[src/rtl/rx_timing_ctrl.sv]
// Symbol-timing-recovery sequencer for one received packet: preamble search, settle masking,
// per-symbol bit delivery and done / lock-lost / search-timeout status.
//
//   state  | meaning
//   -------+-----------------------------------------------------------
//   IDLE   | waiting for start with a nonzero symbol count
//   SEARCH | waiting for correlator hit, optional sample timeout
//   SETTLE | recovery pipeline settling, symbol strobes ignored
//   TRACK  | one bit per symbol strobe, watchdog on missing strobes
//   DONE   | last bit delivered, single cycle
//   LOST   | watchdog expired, single cycle
module rx_timing_ctrl #(
    parameter int SAMPLE_RATE    = 16,
    parameter int SETTLE_SAMPLES = 9,
    parameter int LEN_W          = 10,
    parameter int SEARCH_TO_W    = 12
) (
    input  logic                   clk,
    input  logic                   resetn,
    input  logic                   en,
    input  logic                   start,
    input  logic                   abort,
    input  logic [LEN_W-1:0]       num_symbols,
    input  logic [SEARCH_TO_W-1:0] search_timeout,
    input  logic                   preamble_hit,
    input  logic                   symbol_clk,
    input  logic                   demod_bit,
    output logic                   cr_en,
    output logic                   cr_preamble,
    output logic                   bit_valid,
    output logic                   bit_data,
    output logic [LEN_W-1:0]       sym_count,
    output logic                   busy,
    output logic                   packet_done,
    output logic                   lock_lost,
    output logic                   search_to
);

    localparam int WD_W = $clog2(2 * SAMPLE_RATE) + 1;
    localparam int ST_W = $clog2(SETTLE_SAMPLES + 1);

    localparam logic [WD_W-1:0]        WD_LIMIT    = WD_W'(2 * SAMPLE_RATE);
    localparam logic [WD_W-1:0]        WD_ONE      = WD_W'(1);
    localparam logic [ST_W-1:0]        SETTLE_LAST = ST_W'(SETTLE_SAMPLES - 1);
    localparam logic [ST_W-1:0]        ST_ONE      = ST_W'(1);
    localparam logic [SEARCH_TO_W-1:0] TO_ONE      = SEARCH_TO_W'(1);
    localparam logic [LEN_W-1:0]       LEN_ONE     = LEN_W'(1);

    typedef enum logic [2:0] {
        S_IDLE   = 3'd0,
        S_SEARCH = 3'd1,
        S_SETTLE = 3'd2,
        S_TRACK  = 3'd3,
        S_DONE   = 3'd4,
        S_LOST   = 3'd5
    } state_t;

    state_t state;
    state_t state_nxt;

    logic [LEN_W-1:0]       num_lat;
    logic [SEARCH_TO_W-1:0] to_lat;
    logic [SEARCH_TO_W-1:0] search_cnt;
    logic [ST_W-1:0]        settle_cnt;
    logic [WD_W-1:0]        wd_cnt;

    logic [SEARCH_TO_W-1:0] search_inc;
    logic [LEN_W-1:0]       sym_inc;
    logic [WD_W-1:0]        wd_inc;

    logic accept_start;
    logic take_hit;
    logic search_expire;
    logic settle_end;
    logic take_bit;
    logic last_bit;
    logic wd_expire;

    assign search_inc = search_cnt + TO_ONE;
    assign sym_inc    = sym_count + LEN_ONE;
    assign wd_inc     = wd_cnt + WD_ONE;

    // Event decode; every event except start is qualified by en.
    assign accept_start  = (state == S_IDLE) && start && (num_symbols != '0) && !abort;
    assign take_hit      = (state == S_SEARCH) && en && preamble_hit;
    assign search_expire = (state == S_SEARCH) && en && !preamble_hit &&
                           (to_lat != '0) && (search_inc == to_lat);
    assign settle_end    = (state == S_SETTLE) && en && (settle_cnt == SETTLE_LAST);
    assign take_bit      = (state == S_TRACK) && en && symbol_clk;
    assign last_bit      = take_bit && (sym_inc == num_lat);
    assign wd_expire     = (state == S_TRACK) && en && !symbol_clk && (wd_inc == WD_LIMIT);

    always_ff @(posedge clk or negedge resetn) begin
        if (!resetn) begin
            state <= S_IDLE;
        end else begin
            state <= state_nxt;
        end
    end

    always_comb begin
        state_nxt = state;
        if (abort) begin
            state_nxt = S_IDLE;
        end else begin
            case (state)
                S_IDLE: begin
                    if (accept_start) state_nxt = S_SEARCH;
                end
                S_SEARCH: begin
                    if (take_hit)           state_nxt = S_SETTLE;
                    else if (search_expire) state_nxt = S_IDLE;
                end
                S_SETTLE: begin
                    if (settle_end) state_nxt = S_TRACK;
                end
                S_TRACK: begin
                    if (last_bit)       state_nxt = S_DONE;
                    else if (wd_expire) state_nxt = S_LOST;
                end
                S_DONE:  state_nxt = S_IDLE;
                S_LOST:  state_nxt = S_IDLE;
                default: state_nxt = S_IDLE;
            endcase
        end
    end

    always_comb begin
        busy        = (state != S_IDLE);
        packet_done = (state == S_DONE);
        lock_lost   = (state == S_LOST);
        cr_en       = en && ((state == S_SEARCH) || (state == S_SETTLE) || (state == S_TRACK));
    end

    always_ff @(posedge clk or negedge resetn) begin
        if (!resetn) begin
            num_lat     <= '0;
            to_lat      <= '0;
            search_cnt  <= '0;
            settle_cnt  <= '0;
            wd_cnt      <= '0;
            sym_count   <= '0;
            cr_preamble <= 1'b0;
            bit_valid   <= 1'b0;
            bit_data    <= 1'b0;
            search_to   <= 1'b0;
        end else begin
            bit_valid <= 1'b0;
            search_to <= 1'b0;

            // Preamble flag spans the whole en window of the hit, dropping on the next en sample.
            if (abort) begin
                cr_preamble <= 1'b0;
            end else if (en) begin
                cr_preamble <= take_hit;
            end

            if (accept_start) begin
                num_lat    <= num_symbols;
                to_lat     <= search_timeout;
                sym_count  <= '0;
                search_cnt <= '0;
            end

            if (!abort) begin
                // A zero timeout means wait forever, so the counter is parked to avoid wrapping.
                if (take_hit) begin
                    settle_cnt <= '0;
                end else if ((state == S_SEARCH) && en && (to_lat != '0)) begin
                    search_cnt <= search_inc;
                end
                search_to <= search_expire;

                if ((state == S_SETTLE) && en) begin
                    settle_cnt <= settle_cnt + ST_ONE;
                    if (settle_end) wd_cnt <= '0;
                end

                if (take_bit) begin
                    bit_valid <= 1'b1;
                    bit_data  <= demod_bit;
                    sym_count <= sym_inc;
                    wd_cnt    <= '0;
                end else if ((state == S_TRACK) && en) begin
                    wd_cnt <= wd_inc;
                end
            end
        end
    end

endmodule

[config.mk]
export PLATFORM = sky130hd
export DESIGN_NAME = rx_timing_ctrl
export DESIGN_NICKNAME = d
export VERILOG_FILES = /design/src/rtl/rx_timing_ctrl.sv
export SDC_FILE = /design/constraint.sdc
export NUM_CORES = 1
export LEC_CHECK = 0
export CAP_MARGIN = 20
export CORE_MARGIN = 2
export CORE_UTILIZATION = 40
export CTS_CLUSTER_DIAMETER = 200
export CTS_CLUSTER_SIZE = 16
export DETAILED_ROUTE_END_ITERATION = 16
export GPL_TIMING_DRIVEN = 1
export PLACE_DENSITY = 0.62
export SETUP_SLACK_MARGIN = 0.15
export SLEW_MARGIN = 25
export SYNTH_ARGS = -nofsm -noshare
export SYNTH_HDL_FRONTEND = slang
export SYNTH_SLANG_ARGS = --single-unit
[constraint.sdc]
create_clock -name clk -period 5.6 [get_ports clk]
set_input_delay 0.84 -clock clk [delete_from_list [all_inputs] [get_ports clk]]
set_output_delay 0.84 -clock clk [all_outputs]
set_load 0.005 [all_outputs]
==> out/qor.yml <==
syn_avg_cell_area_sq_um: 9.512
netSwitchingFraction: 0.2970
synth_nets: 411
worst_pin_slew_ps: 846.2
h-tree-depth: 3
layout_common_cells: "dfrtp_1, clkdlybuf4s50_1, nand2_1"
met2_usage: 0.2711
grt_pass1_wl_um: 14210
combPwrFrac: 0.210
drive_gt1_frac: 0.1398
clk_path_buf_depth: 2
cp_max_fo: 14
rr_worst_depth: 6
drc: 0
fmax_ghz: 0.3160
netlist_instances: 375
setup_viol: 0
seq_power_share: 0.471
clkPwrFrac: 0.320
path_clk_slew_ps: 70
dp_hpwl_um: 5947
yosys.area.top_type: "dfrtp_1"
net-switching-power_mw: 0.3666
use_met1: 0.2667
cts_num_sinks: 61
cts_buffers: 9
drtPass1Iterations: 6
ys_top_cells_by_area: "dfrtp_1, mux2_2, o21ai_0"
grt-busiest-layer: "met2"
postRouteAntennaNets: 0
antenna_found_initial: 0
die_area_sq_mm: 0.009689
slew_headroom: 0.4320
finalHoldViolations: 0
ys_warn_count: 0
crit-reg2reg-launch: "state[1]"
hp-start: "bit_data"
synth_edf_count: 0
grt_setup_unrepaired: "no"
cts_tree: "done"
die_h_um: 98.44
gp_congestion: 0.8073
grt_pass1_vias: 2825
layout.nets: 453
grt_max_degree: 62
fin_tns_setup_ps: 0
finalPower_mw: 1.235
drtIter0Drc: 170
io_buffers: 47
cp-endpoint: "sym_count[4]"
core_sq_mm: 0.008678
ir_drop_uv: 155.8
die_w_um: 98.44
hold_path.class: "register to register"
overflow: 0
rows: 34
synth_top_area_share: 0.4279
clock-root-buffer: "clkbuf_8"
finalMaxSlewViolations: 0
area_growth_pct: 20.31
clock_skew_ps: 10.08
routed_wl_um: 8494
num_vias: 2979
p_per_area_mw_per_mm2: 287.7
p_leak_nw: 1.740
multiInputGateArea_sq_mm: 0.001923
r2r_end: "search_cnt[6]"
criticalPathCategory: "input pin to register"
grt_usage: 0.1836
ys_seq_elements: 61
syn_area_sq_mm: 0.003567
use_met3: 0.05106
end_kind: "register"
r2r_slack_ps: 2830
startpoint: "num_symbols[7]"
yosysSeqAreaShare: 0.4279
ctsHoldBuffers: 0
fin_crit_sh: 0.5652
startpoint_type: "input pin"
synthArstFlopShare: 1.000
n_antenna_cell: 0
cts_setup_buffers: 0
pin_count: 48
routedWlPerCell_um: 16.03
maxCapViolations: 0
layout_commonest_cell: "dfrtp_1"
via_per_inst: 5.621
post-route-min-period_ps: 3165
register_area_sq_mm: 0.001526
required_ps: 5840
clock_latency_ps: 340
initial_core_util: 0.4110
p_int_mw: 0.8679
status: "finished clean"
synth_cell_types: 61
synth_ff_type: "dfrtp_1"
arrival_ps: 3400
nFillCells: 847
cts_resized: 0
==> cell type report <==
class                   count  area share
clock inverters             4     0.01108
clock buffers              12     0.03382
well taps                 108     0.03149
repair buffers             49      0.1120
inverters                   9    0.007872
flip-flops and latches     61      0.3557
multi-input cells         287      0.4481
==> synthesized netlist by cell type, types with 2 or more instances <==
cell        n
a211o_1     2
a211oi_1    2
a21oi_1     9
a22o_1      2
a31oi_1     4
a32o_1      2
and2_1      4
and3_1      5
buf_2       9
clkbuf_1    6
dfrtp_1    61
ha_1        6
inv_1       8
mux2_2     23
nand2_1    38
nand2_2     2
nand2b_1    7
nand3_1    18
nand3b_1    2
nand4_1     5
nor2_1     28
nor2b_1     3
nor4_1      7
nor4_2      2
o2111ai_1   2
o211ai_1    2
o21ai_0    37
o31ai_1    10
o41ai_1     5
or2_2       4
or3_1       3
or4_1       4
xnor2_1    15
xor2_1     11
==> cells by family (layout without fill, tap and decap cells) <==
group,count (synthesis),in the layout,synth area share
mux,24,24,0.07541
fa+ha+maj,6,6,0.02104
buf+inv,27,74,0.03577
compound gates,88,88,0.1642
simple gates,143,143,0.2119
flops,61,61,0.4279
xor+xnor,26,26,0.06384
==> metrics by stage <==
stage	worst slack, ps	utilization	cell area (sq um)	hold WS [ps]	cells
floorplan	2965	-	3567	469.7	375
global placement	2142	0.4723	4099	461.1	514
detailed placement	2100	0.4723	4099	467.1	514
CTS	2433	0.4945	4292	485.1	530
global route	2287	0.4945	4292	514.8	530
finish	2435	0.4945	4292	476.8	530
==> critical path: stages <==
cell and delay [ps]:
clkdlybuf4s50_1 420, or4_1 610, o311ai_4 640, buf_4 350, nand2_1 220, a21bo_2 260
o31ai_1 60
==> how the worst min path moves through the flow <==
stage	to	slack (ps)	cells after the start
floorplan	bit_data	470	2
global placement	bit_data	460	2
detailed placement	bit_data	470	2
CTS	bit_data	490	2
global route	bit_data	510	2
finish	bit_data	480	2
==> registers in the layout (all words and copies together) (netlist names), 3 cells and up <==
| signal | flops |
|---|---|
| search_cnt | 12 |
| sym_count | 10 |
| settle_cnt | 4 |
| to_lat | 12 |
| wd_cnt | 6 |
| state | 3 |
| num_lat | 10 |
==> power by group through the flow <==
stage          sequential, mW  combinational, mW  clock, mW
6_report                0.581              0.259      0.395
5_1_grt                 0.592              0.291      0.428
4_1_cts                 0.580              0.261      0.406
3_5_place_dp            0.589              0.260          0
3_3_place_gp            0.586              0.252          0
2_1_floorplan           0.565              0.189          0
==> routing by layer <==
metal | share of wire | vias up
met5 | 0 | -
met4 | 0.0095 | 0
met3 | 0.044 | 12
met2 | 0.45 | 92
met1 | 0.49 | 1426
li1 | - | 1449
Power figures use the tool's default switching activity.
